## config.mk

```make
export PLATFORM = sky130hd
export DESIGN_NAME = skrol_displej
export DESIGN_NICKNAME = d
export VERILOG_FILES = /design/src/rtl/skrol_displej.sv
export SDC_FILE = /design/constraint.sdc
export NUM_CORES = 1
export LEC_CHECK = 0
export BUFFER_PORTS_ARGS = -buffer_cell sky130_fd_sc_hd__buf_4
export CAP_MARGIN = 15
export CORE_MARGIN = 10
export CORE_UTILIZATION = 50
export CTS_CLUSTER_SIZE = 20
export DETAILED_ROUTE_END_ITERATION = 6
export GPL_ROUTABILITY_DRIVEN = 0
export GPL_TIMING_DRIVEN = 0
export PLACE_DENSITY = 0.72
export RECOVER_POWER = 100
export SKIP_CTS_REPAIR_TIMING = 1
export SLEW_MARGIN = 15
export SYNTH_ARGS = -nofsm -noshare
export SYNTH_HDL_FRONTEND = slang
export SYNTH_SLANG_ARGS = --single-unit
```

## constraint.sdc

```tcl
create_clock -name clk -period 2.33 [get_ports clk]
set_input_delay 0.1165 -clock clk [delete_from_list [all_inputs] [get_ports clk]]
set_output_delay 0.1165 -clock clk [all_outputs]
set_load 0.01 [all_outputs]
```

## src/rtl/skrol_displej.sv

```systemverilog
// skrol_displej: drives a multiplexed common-anode 7-segment display with a
// horizontally scrolling text window.
//
// Ports:
//   clk        in   system clock, all state on the rising edge
//   rst        in   synchronous active-high reset
//   en         in   scroll enable; 0 freezes the window, multiplexing runs on
//   char_index out  index into the character lookup, (offset + digit) mod WRAP
//   char_seg   in   active-high pattern returned by the lookup, {a..g, dp}
//   seg        out  registered segment drive, pad polarity
//   an         out  registered one-hot digit select, an[0] = leftmost digit
module skrol_displej #(
  parameter int N_DIGITS       = 4,
  parameter int TEXT_LEN       = 12,
  parameter int GAP            = 4,
  parameter int REFRESH_DIV    = 50000,
  parameter int SCROLL_DIV     = 25000000,
  parameter bit SEG_ACTIVE_LOW = 1'b1
) (
  input  logic                clk,
  input  logic                rst,
  input  logic                en,
  output logic [4:0]          char_index,
  input  logic [7:0]          char_seg,
  output logic [7:0]          seg,
  output logic [N_DIGITS-1:0] an
);

  localparam int WRAP  = TEXT_LEN + GAP;
  localparam int REF_W = $clog2(REFRESH_DIV);
  localparam int SCR_W = $clog2(SCROLL_DIV);
  localparam int DIG_W = $clog2(N_DIGITS);

  localparam logic [REF_W-1:0] REF_LAST = REF_W'(REFRESH_DIV - 1);
  localparam logic [SCR_W-1:0] SCR_LAST = SCR_W'(SCROLL_DIV - 1);
  localparam logic [DIG_W-1:0] DIG_LAST = DIG_W'(N_DIGITS - 1);
  localparam logic [4:0]       OFF_LAST = 5'(WRAP - 1);
  localparam logic [5:0]       WRAP_6   = 6'(WRAP);

  localparam logic [7:0]          SEG_OFF = {8{SEG_ACTIVE_LOW}};
  localparam logic [N_DIGITS-1:0] AN_OFF  = {N_DIGITS{SEG_ACTIVE_LOW}};

  if (WRAP > 32 || WRAP < 1) begin : g_bad_wrap
    $error("skrol_displej: TEXT_LEN+GAP must lie in 1..32");
  end
  if (N_DIGITS < 2 || N_DIGITS > 8) begin : g_bad_digits
    $error("skrol_displej: N_DIGITS must lie in 2..8");
  end
  if (REFRESH_DIV < 2 || SCROLL_DIV < 2) begin : g_bad_div
    $error("skrol_displej: REFRESH_DIV and SCROLL_DIV must be >= 2");
  end

  // Active-high logical value to pad polarity.
  function automatic logic [7:0] to_pad_seg(input logic [7:0] v);
    return v ^ SEG_OFF;
  endfunction

  function automatic logic [N_DIGITS-1:0] to_pad_an(input logic [N_DIGITS-1:0] v);
    return v ^ AN_OFF;
  endfunction

  logic [REF_W-1:0]    r_ref_cnt;
  logic [DIG_W-1:0]    r_digit;
  logic [SCR_W-1:0]    r_scr_cnt;
  logic [4:0]          r_offset;
  logic [7:0]          r_seg_p1;
  logic [N_DIGITS-1:0] r_an_p1;

  logic [5:0]          w_sum;
  logic [N_DIGITS-1:0] w_onehot;

  // Stage p0: refresh timing and digit selection.
  always_ff @(posedge clk) begin
    if (rst) begin
      r_ref_cnt <= '0;
      r_digit   <= '0;
    end else if (r_ref_cnt == REF_LAST) begin
      r_ref_cnt <= '0;
      r_digit   <= (r_digit == DIG_LAST) ? '0 : r_digit + DIG_W'(1);
    end else begin
      r_ref_cnt <= r_ref_cnt + REF_W'(1);
    end
  end

  // Stage p0: scroll timing; with en low the partial count is kept, not cleared.
  always_ff @(posedge clk) begin
    if (rst) begin
      r_scr_cnt <= '0;
      r_offset  <= '0;
    end else if (en) begin
      if (r_scr_cnt == SCR_LAST) begin
        r_scr_cnt <= '0;
        r_offset  <= (r_offset == OFF_LAST) ? '0 : r_offset + 5'd1;
      end else begin
        r_scr_cnt <= r_scr_cnt + SCR_W'(1);
      end
    end
  end

  // Lookup index depends only on registered state. The 6-bit sum cannot
  // overflow (offset <= 31, digit <= 7), and the modulo folds it into the window.
  assign w_sum      = 6'(r_offset) + 6'(r_digit);
  assign char_index = 5'(w_sum % WRAP_6);
  assign w_onehot   = N_DIGITS'(1) << r_digit;

  // Stage p1: pattern and digit select registered together so a digit never
  // shows its neighbour's pattern.
  always_ff @(posedge clk) begin
    if (rst) begin
      r_seg_p1 <= SEG_OFF;
      r_an_p1  <= AN_OFF;
    end else begin
      r_seg_p1 <= to_pad_seg(char_seg);
      r_an_p1  <= to_pad_an(w_onehot);
    end
  end

  assign seg = r_seg_p1;
  assign an  = r_an_p1;

endmodule

```

==> summary.txt, run 1 <==
fill count - 461
CP Capture Type - register
die area - 8890 µm²
FMAX - 0.482 GHz
starting DRC count in detailed routing - 118
most frequent cell after synthesis - dfxtp_1
Pwr Density - 662 nW/µm²
# port buffers - 26
fin nets - 374
TritonCTS clock tree - built
synth top area cells - dfxtp_1, xor2_1, nand2_1, ha_1, nor2_1
Starting Density - 0.527
Slew Viols, Final - 0
Syn. warnings - 0
first-pass GRT wire length - 9.20 mm
Final Skew - 0.0101 ns
vias - 2297
worst hold path class - in -> reg
FF/Latch Area - 1200 µm²
initial antenna violation count - 0
largest net degree at the start of global routing - 13
cts bufs inserted - 9
Metal-1 WL - 2.73 mm
GRT Overall Usage - 0.128
ANT cells - 0
Syn Std Cell Area - 2760 µm²
layout cell share with drive strength beyond 1 - 0.106
# H-tree levels - 3
Die Ht - 94.3 µm
synth cell count leaders - dfxtp_1, nand2_1, nor2_1
CTS sink count - 60
vias in the first global route - 2058
area of the multi-input gates - 1440 µm²
routed wl met3 - 391 µm
clk slew on worst S/H paths - 0.07 ns
I/O pin count - 28
Main synth FF type - dfxtp_1
Skew-Pair Late Insertion Delay - 0.34 ns
Synth-to-Final Area Change - 19.0%
sequential share of the synthesized area - 0.435
WL/cell - 13.1 µm
Post-synth ARST share - 0
Routed WL - 5.62 mm
setup TNS - 0 ns
row cnt - 26
critical path required time - 2.55 ns
DR vias/cell - 5.37
RSZ-0062 raised after global routing - no
CTS Buffer Depth - 2
Post-Synthesis Net Count - 328
number of flops mapped to enable cells by yosys - 0
Startpoint Class - register
critical path class - reg -> reg
DP Area - 3040 µm²
core area - 5240 µm²
Clock Tree Root - clkbuf_8
Cell variety after synth - 46
met2 routed WL - 2.48 mm
DP Wirelength - 3.93 mm
register bit count reported by yosys - 60
status - finished, final reports clean
final period utilization - 0.891
DRC - 0
Detail Route Antenna Nets - 0
Die X - 94.3 µm
Static Leak - 1.22 nW
cell area after layout - 3280 µm²
Top Layer Used - met4
CP arrival - 2.30 ns
crit path time final - 2.08 ns
Max Cap Viol - 0
Setup-failing EPs final - 0
final hold violation count - 0
Syn Inst Count - 307
syn avg cell area - 8.99 µm²
post-synth top area share - 0.435
Crit Path Max Fanout - 10
Yosys top cell by area - dfxtp_1
Pre-Repair DR Iteration Count - 4
VDD IR max - 0.591 mV
Overflow after GRT - 0
[power breakdown]
| part | total [mW] | switching (mW) | internal, mW |
|---|---|---|---|
| sequential | 1.05 | 0.0115 | 1.04 |
| combinational | 0.0782 | 0.0407 | 0.0376 |
| clock | 1.04 | 0.433 | 0.609 |
[metrics by stage]
stage	utilization	power, mW	hold slack, ns	std cells	setup slack, ns
global placement	0.581	1.15	0.280	403	0.293
global route	0.627	2.26	0.0610	428	0.0614
floorplan	-	1.11	0.178	307	0.590
finish	0.627	2.17	0.0747	428	0.255
CTS	0.623	2.20	-0.0869	419	0.256
detailed placement	0.581	1.15	0.281	403	0.258
[final timing paths]
path,from,end,slack [ns],cells after the start
min,en,r_scr_cnt[1],0.07,3
max reg2reg,r_scr_cnt[0],r_scr_cnt[9],0.25,7
min reg2reg,r_ref_cnt[0],r_ref_cnt[0],0.47,1
max,r_scr_cnt[0],r_scr_cnt[9],0.25,7
[state kept, by name (all words and copies together) (netlist names)]
name       flops
an             4
r_digit        2
r_offset       5
r_ref_cnt     16
r_scr_cnt     25
seg            8
[critical path: stages (launching register included)]
cell and delay (ns):
dfxtp_1 0.38, ha_1 0.20, and3_1 0.15, buf_2 0.17
nand4_1 0.26, o21ai_2 0.42, clkbuf_2 0.30, nor2_1 0.07
[layout by cell type, fill, tap and decap left out, types with 9 or more instances in the layout]
cell type / instances
o31ai_1: 9
dfxtp_1: 60
inv_1: 9
and3_1: 9
a21oi_1: 17
ha_1: 9
or4_1: 11
buf_4: 12
nor2_1: 25
clkbuf_1: 26
clkbuf_8: 9
nand3_1: 17
nand2_1: 34
nand4_1: 10
dlygate4sd3_1: 9
xor2_1: 18
[layout make-up]
cell class | count | area share
Buffer | 15 | 0.0217
Inverter | 10 | 0.0114
Multi-Input combinational cell | 222 | 0.439
Sequential cell | 60 | 0.366
Clock buffer | 9 | 0.0377
Tap cell | 70 | 0.0267
Clock inverter | 7 | 0.0301
Timing Repair Buffer | 35 | 0.0675
[per-layer routing]
| layer | global-route usage | vias to the layer above |
|---|---|---|
| met4 | 0.0342 | 0 |
| met3 | 0.0584 | 2 |
| met1 | 0.157 | 1039 |
| li1 | - | 1198 |
| met5 | 0 | - |
| met2 | 0.197 | 58 |
[cells by family after synthesis]
| group | Yosys count | share of synthesized area |
|---|---|---|
| buffers and inverters | 25 | 0.0404 |
| and+or+nand+nor | 142 | 0.298 |
| DFF | 60 | 0.435 |
| other | 1 | 0.00136 |
| xor gates and xnor gates | 24 | 0.0762 |
| AOI/OAI and AO/OA | 44 | 0.0975 |
| muxes | 1 | 0.00363 |
| adders and majority gates | 10 | 0.0481 |
No activity file was read; power rests on OpenSTA's default activity.
==> run 2: changes to the inputs <==
--- a/config.mk
+++ b/config.mk
@@ -9,3 +9,3 @@
 export CAP_MARGIN = 15
-export CORE_MARGIN = 10
+export CORE_MARGIN = 2
 export CORE_UTILIZATION = 50
==> constraint.sdc (replaced) <==
create_clock -name clk -period 2.33 [get_ports clk]
set_input_delay 0 -clock clk [delete_from_list [all_inputs] [get_ports clk]]
set_output_delay 0 -clock clk [all_outputs]
set_load 0.01 [all_outputs]
==> run 2 against run 1 <==
  * Worst hold slack improved by 0.30 ns
  * Maximum frequency about the same
  * Non-clock buffer count increased by 1
  * Largest cell class unchanged
  * Clock skew decreased by 0.0013 ns
  * Die area decreased by 31%
  * Clock power decreased by 5%
  * Sequential share of layout area about the same
==> summary.txt, run 2 (same netlist as run 1, synthesis figures left out) <==
largest net degree at the start of global routing - 11 (-2)
Final Skew - 0.00877 ns (-0.00133 ns)
CP Capture Type - register
Crit Path Max Fanout - 10 (unchanged)
initial antenna violation count - 0 (unchanged)
Top reg by flops - r_scr_cnt
Static Leak - 1.22 nW (about the same)
most frequent cells in the layout - dfxtp_1, nand2_1, clkbuf_1
DP Wirelength - 3.80 mm (-3.2%)
vias in the first global route - 2032 (-1.3%)
fin nets - 375 (+0.27%)
CP arrival - 2.29 ns (about the same)
Die Ht - 78.3 µm (-17%)
Overflow after GRT - 0 (unchanged)
crit path time final - 2.08 ns (+0.00186 ns)
GRT busiest layer - met2
Starting Density - 0.510 (-0.0163)
FMAX - 0.481 GHz (about the same)
worst hold path class - in -> reg
CTS sink count - 60 (unchanged)
final hold slack - 0.376 ns (+0.302 ns)
DRC - 0 (unchanged)
Reg power frac - 0.496 (+0.011)
critical path required time - 2.54 ns (about the same)
met2 usage - 0.295 (+0.0980)
core area - 5410 µm² (+3.2%)
clk slew on worst S/H paths - 0.06 ns (about the same)
# H-tree levels - 3 (unchanged)
met1 Resource Use GR - 0.247 (+0.0908)
Skew-Pair Late Insertion Delay - 0.33 ns (about the same)
row cnt - 27 (+3.8%)
status - finished, final reports clean
Max Cap Viol - 0 (unchanged)
Setup-failing EPs final - 0 (unchanged)
setup TNS - 0 ns (unchanged)
Clk pwr share - 0.466 (-0.013)
starting DRC count in detailed routing - 108 (-8.5%)
max reg flops - 25 (unchanged)
VDD IR max - 0.318 mV (-46%)
# port buffers - 26 (unchanged)
switching power total - 423 µW (-13%)
cell count after placement - 405 (+0.50%)
vias - 2310 (+0.57%)
critical path class - reg -> reg
Post-Place Setup Slack - 0.274 ns (+0.0155 ns)
Die X - 78.3 µm (-17%)
die area - 6130 µm² (-31%)
sw frac - 0.199 (-0.0242)
GRT Overall Usage - 0.192 (+0.0640)
ANT cells - 0 (unchanged)
I/O pin count - 28 (unchanged)
TritonCTS clock tree - built
Clock Tree Root - clkbuf_8
CTS Buffer Depth - 2 (unchanged)
Synth-to-Final Area Change - 18.9%
Detail Route Antenna Nets - 0 (unchanged)
internal power - 1.70 mW (+0.82%)
final non-filler cell total - 429 (+0.23%)
final hold violation count - 0 (unchanged)
Pre-Repair DR Iteration Count - 4 (unchanged)
layout cell share with drive strength beyond 1 - 0.0980 (-0.00811)
met3 global-route usage - 0.0747 (+0.0164)
final period utilization - 0.892 (about the same)
RSZ-0062 raised after global routing - no
Logic pwr share - 0.038 (+0.002)
Routed WL - 5.69 mm (+1.1%)
WL/cell - 13.3 µm (+0.90%)
Startpoint Class - register
first-pass GRT wire length - 9.28 mm (+0.83%)
Pwr Density - 648 nW/µm² (-2.1%)
DR vias/cell - 5.38 (+0.33%)
Slew Viols, Final - 0 (unchanged)
most common cell after layout, fill and taps aside - dfxtp_1
Final WS setup - 0.253 ns (-0.00186 ns)
cts bufs inserted - 9 (unchanged)
run 2: power groups by stage:
stage	logic, mW	registers [mW]	clock network, mW
final	0.0803	1.06	0.991
after global routing	0.0895	1.06	1.07
after CTS	0.0742	1.05	1.02
after global placement	0.0720	1.08	0
after detailed placement	0.0741	1.08	0
after floorplan	0.0323	1.08	0
run 2: per-stage QoR:
| step | total power [mW] | util | cell area, µm² |
|---|---|---|---|
| floorplan | 1.11 | - | 2760 |
| global placement | 1.15 | 0.563 | 3040 |
| detailed placement | 1.15 | 0.563 | 3040 |
| CTS | 2.14 | 0.601 | 3250 |
| global route | 2.22 | 0.607 | 3280 |
| finish | 2.13 | 0.607 | 3280 |
run 2: final timing paths:
| kind | start | to | slack (ns) | cells past startpoint |
|---|---|---|---|---|
| setup / recovery | r_scr_cnt[0] | r_scr_cnt[6] | 0.25 | 7 |
| hold reg to reg | r_ref_cnt[0] | r_ref_cnt[0] | 0.46 | 1 |
| setup reg to reg | r_scr_cnt[0] | r_scr_cnt[6] | 0.25 | 7 |
| hold / removal | char_seg[2] | seg[2] | 0.38 | 3 |
run 2: worst max-delay path, stage by stage (launching register included):
cell and delay, ns:
dfxtp_1 0.37, ha_1 0.20, and3_1 0.16, buf_2 0.17, nand4_1 0.25, o21ai_2 0.42
clkbuf_2 0.31, nor2_1 0.08
run 2: cell type report:
class | instances | area, µm²
buffer | 15 | 72.6
inverter | 10 | 37.5
fill | 490 | 2130
multi-input combinational | 222 | 1440
clock buffer | 12 | 145
sequential | 60 | 1200
tap | 72 | 90.1
timing repair buffer | 36 | 231
clock inverter | 2 | 60.1
run 2: per-layer routing:
layer	wire [µm]	part of all wire	vias up
li1	-	-	1190
met1	2760	0.49	1071
met2	2560	0.45	43
met3	305	0.054	6
met4	62	0.011	0
met5	0	0	-
==> run 3: changes to the inputs <==
CORE_UTILIZATION = 35   (was 50)
PLACE_DENSITY = 0.55   (was 0.72)
==> run 3 against run 2 <==
  * First-iteration DRC count shrank 15%
  * Maximum frequency increased by 0.26%
  * Clock skew increased by 0.0019 ns
  * Sequential share of layout area is 0.39 points lower
  * Die area up 40%
  * Setup slack better by 0.0055 ns
  * Clock power fell by 4.5%
==> summary.txt, run 3 (same netlist as run 1, synthesis figures left out) <==
status - finished, final reports clean
# port buffers - 26 (unchanged)
met1 Resource Use GR - 0.195 (-0.0524)
WL/cell - 12.6 µm (-5.3%)
CP arrival - 2.29 ns (about the same)
DRC - 0 (unchanged)
GRT busiest layer - met2
critical path required time - 2.55 ns (about the same)
most common cell after layout, fill and taps aside - dfxtp_1
Hold Path End - seg[0]
Final Skew - 0.0107 ns (+0.00190 ns)
Synth-to-Final Area Change - 20.1%
starting DRC count in detailed routing - 92 (-15%)
vias - 2320 (+0.43%)
CTS Buffer Depth - 2 (unchanged)
TritonCTS clock tree - built
Final WS setup - 0.258 ns (+0.00546 ns)
final hold violation count - 0 (unchanged)
met2 usage - 0.208 (-0.0865)
number of stages on the worst hold path - 3 (unchanged)
first-pass GRT wire length - 9.87 mm (+6.3%)
Die Ht - 92.8 µm (+19%)
crit path time final - 2.07 ns (-0.00546 ns)
cts bufs inserted - 9 (unchanged)
Max Cap Viol - 0 (unchanged)
CP max stage cell - o21ai_2
worst hold path class - in -> reg
Detail Route Antenna Nets - 0 (unchanged)
# H-tree levels - 3 (unchanged)
largest net degree at the start of global routing - 11 (unchanged)
Routed WL - 5.79 mm (+1.8%)
CP Capture Type - register
GRT Overall Usage - 0.143 (-0.0487)
Clock Tree Root - clkbuf_8
clk slew on worst S/H paths - 0.07 ns (about the same)
HP Start - char_seg[0]
CP peak stage delay - 0.41 ns (about the same)
Startpoint Class - register
DP Wirelength - 3.96 mm (+4.1%)
Pre-Repair DR Iteration Count - 4 (unchanged)
Post-Place Setup Slack - 0.281 ns (+0.00686 ns)
layout cell share with drive strength beyond 1 - 0.106 (+0.00781)
fill count - 800 (+63%)
VDD IR max - 0.275 mV (-14%)
CTS sink count - 60 (unchanged)
worst reg2reg endpoint - r_scr_cnt[11]
Top reg by flops - r_scr_cnt
met3 global-route usage - 0.0334 (-0.0414)
Die X - 92.8 µm (+19%)
final period utilization - 0.889 (-0.00234)
Crit Path Max Fanout - 10 (unchanged)
r2r startpoint - r_scr_cnt[0]
DR vias/cell - 5.03 (-6.5%)
vias in the first global route - 2106 (+3.6%)
Skew-Pair Late Insertion Delay - 0.34 ns (about the same)
cells along the critical path - ha_1 > and3_1 > buf_2 > nand4_1 > o21ai_2 > clkbuf_2 > nor2_1
row cnt - 32 (+19%)
FF/Latch Area - 1200 µm² (unchanged)
I/O pin count - 28 (unchanged)
ANT cells - 0 (unchanged)
Pwr Total - 2.08 mW (-2.2%)
area of the multi-input gates - 1440 µm² (unchanged)
fin nets - 375 (unchanged)
core area - 7690 µm² (+42%)
FMAX - 0.483 GHz (+0.26%)
max reg flops - 25 (unchanged)
setup TNS - 0 ns (unchanged)
initial antenna violation count - 0 (unchanged)
worst reg-to-reg setup slack - 0.26 ns (about the same)
FF-to-FF path depth - 7 (unchanged)
Pwr Density - 628 nW/µm² (-3.2%)
Slew Viols, Final - 0 (unchanged)
die area - 8610 µm² (+40%)
critical path class - reg -> reg
Setup-failing EPs final - 0 (unchanged)
Static Leak - 1.22 nW (about the same)
Starting Density - 0.359 (-0.152)
Overflow after GRT - 0 (unchanged)
most frequent cells in the layout - dfxtp_1, nand2_1, clkbuf_1
RSZ-0062 raised after global routing - no
==> run 3: per-layer routing <==
layer  vias up  wire [µm]
met5         -          0
met4         0        131
met3        12        249
met2        49       2470
met1      1069       2940
li1       1190          -
==> run 3: layout make-up <==
type,count,share of cell area
plain buffers,15,0.0219
clock buffers,12,0.0468
clock inverters,4,0.0143
inverters,10,0.0113
multi-input cells,222,0.435
flip-flops and latches,60,0.362
well taps,102,0.0385
repair buffers,36,0.0698
==> run 3: through the flow <==
stage                     hold slack [ns]   util  area, µm²  instances
after floorplan                    0.0619      -       2760        307
after global placement              0.163  0.401       3080        435
after detailed placement            0.164  0.401       3080        435
after CTS                          -0.199  0.427       3280        451
after global routing                0.363  0.431       3310        461
final                               0.366  0.431       3310        461
==> run 3: how the worst max path moves through the flow <==
stage,start,to,slack (ns),cells after the start
4_1_cts,r_scr_cnt[0],r_scr_cnt[22],0.25,7
3_3_place_gp,r_scr_cnt[0],r_scr_cnt[5],0.26,7
5_1_grt,r_ref_cnt[0],r_ref_cnt[6],0.03,7
2_1_floorplan,r_scr_cnt[0],r_offset[4],0.59,6
6_report,r_scr_cnt[0],r_scr_cnt[11],0.26,7
3_5_place_dp,r_scr_cnt[0],r_scr_cnt[8],0.28,7
==> run 3: power breakdown <==
part           total (mW)  switching, mW  internal, mW
Clock               0.946          0.398         0.549
Combinational      0.0800         0.0414        0.0386
Sequential           1.05         0.0110          1.04
Total                2.08          0.450          1.63
==> run 3: critical path: cells and delay by family (launching register included) <==
family	cells	cell delay (ns)
adders and majority gates	1	0.20
DFF	1	0.37
AOI/OAI and AO/OA	1	0.41
buffers and inverters	2	0.48
and+or+nand+nor	3	0.48
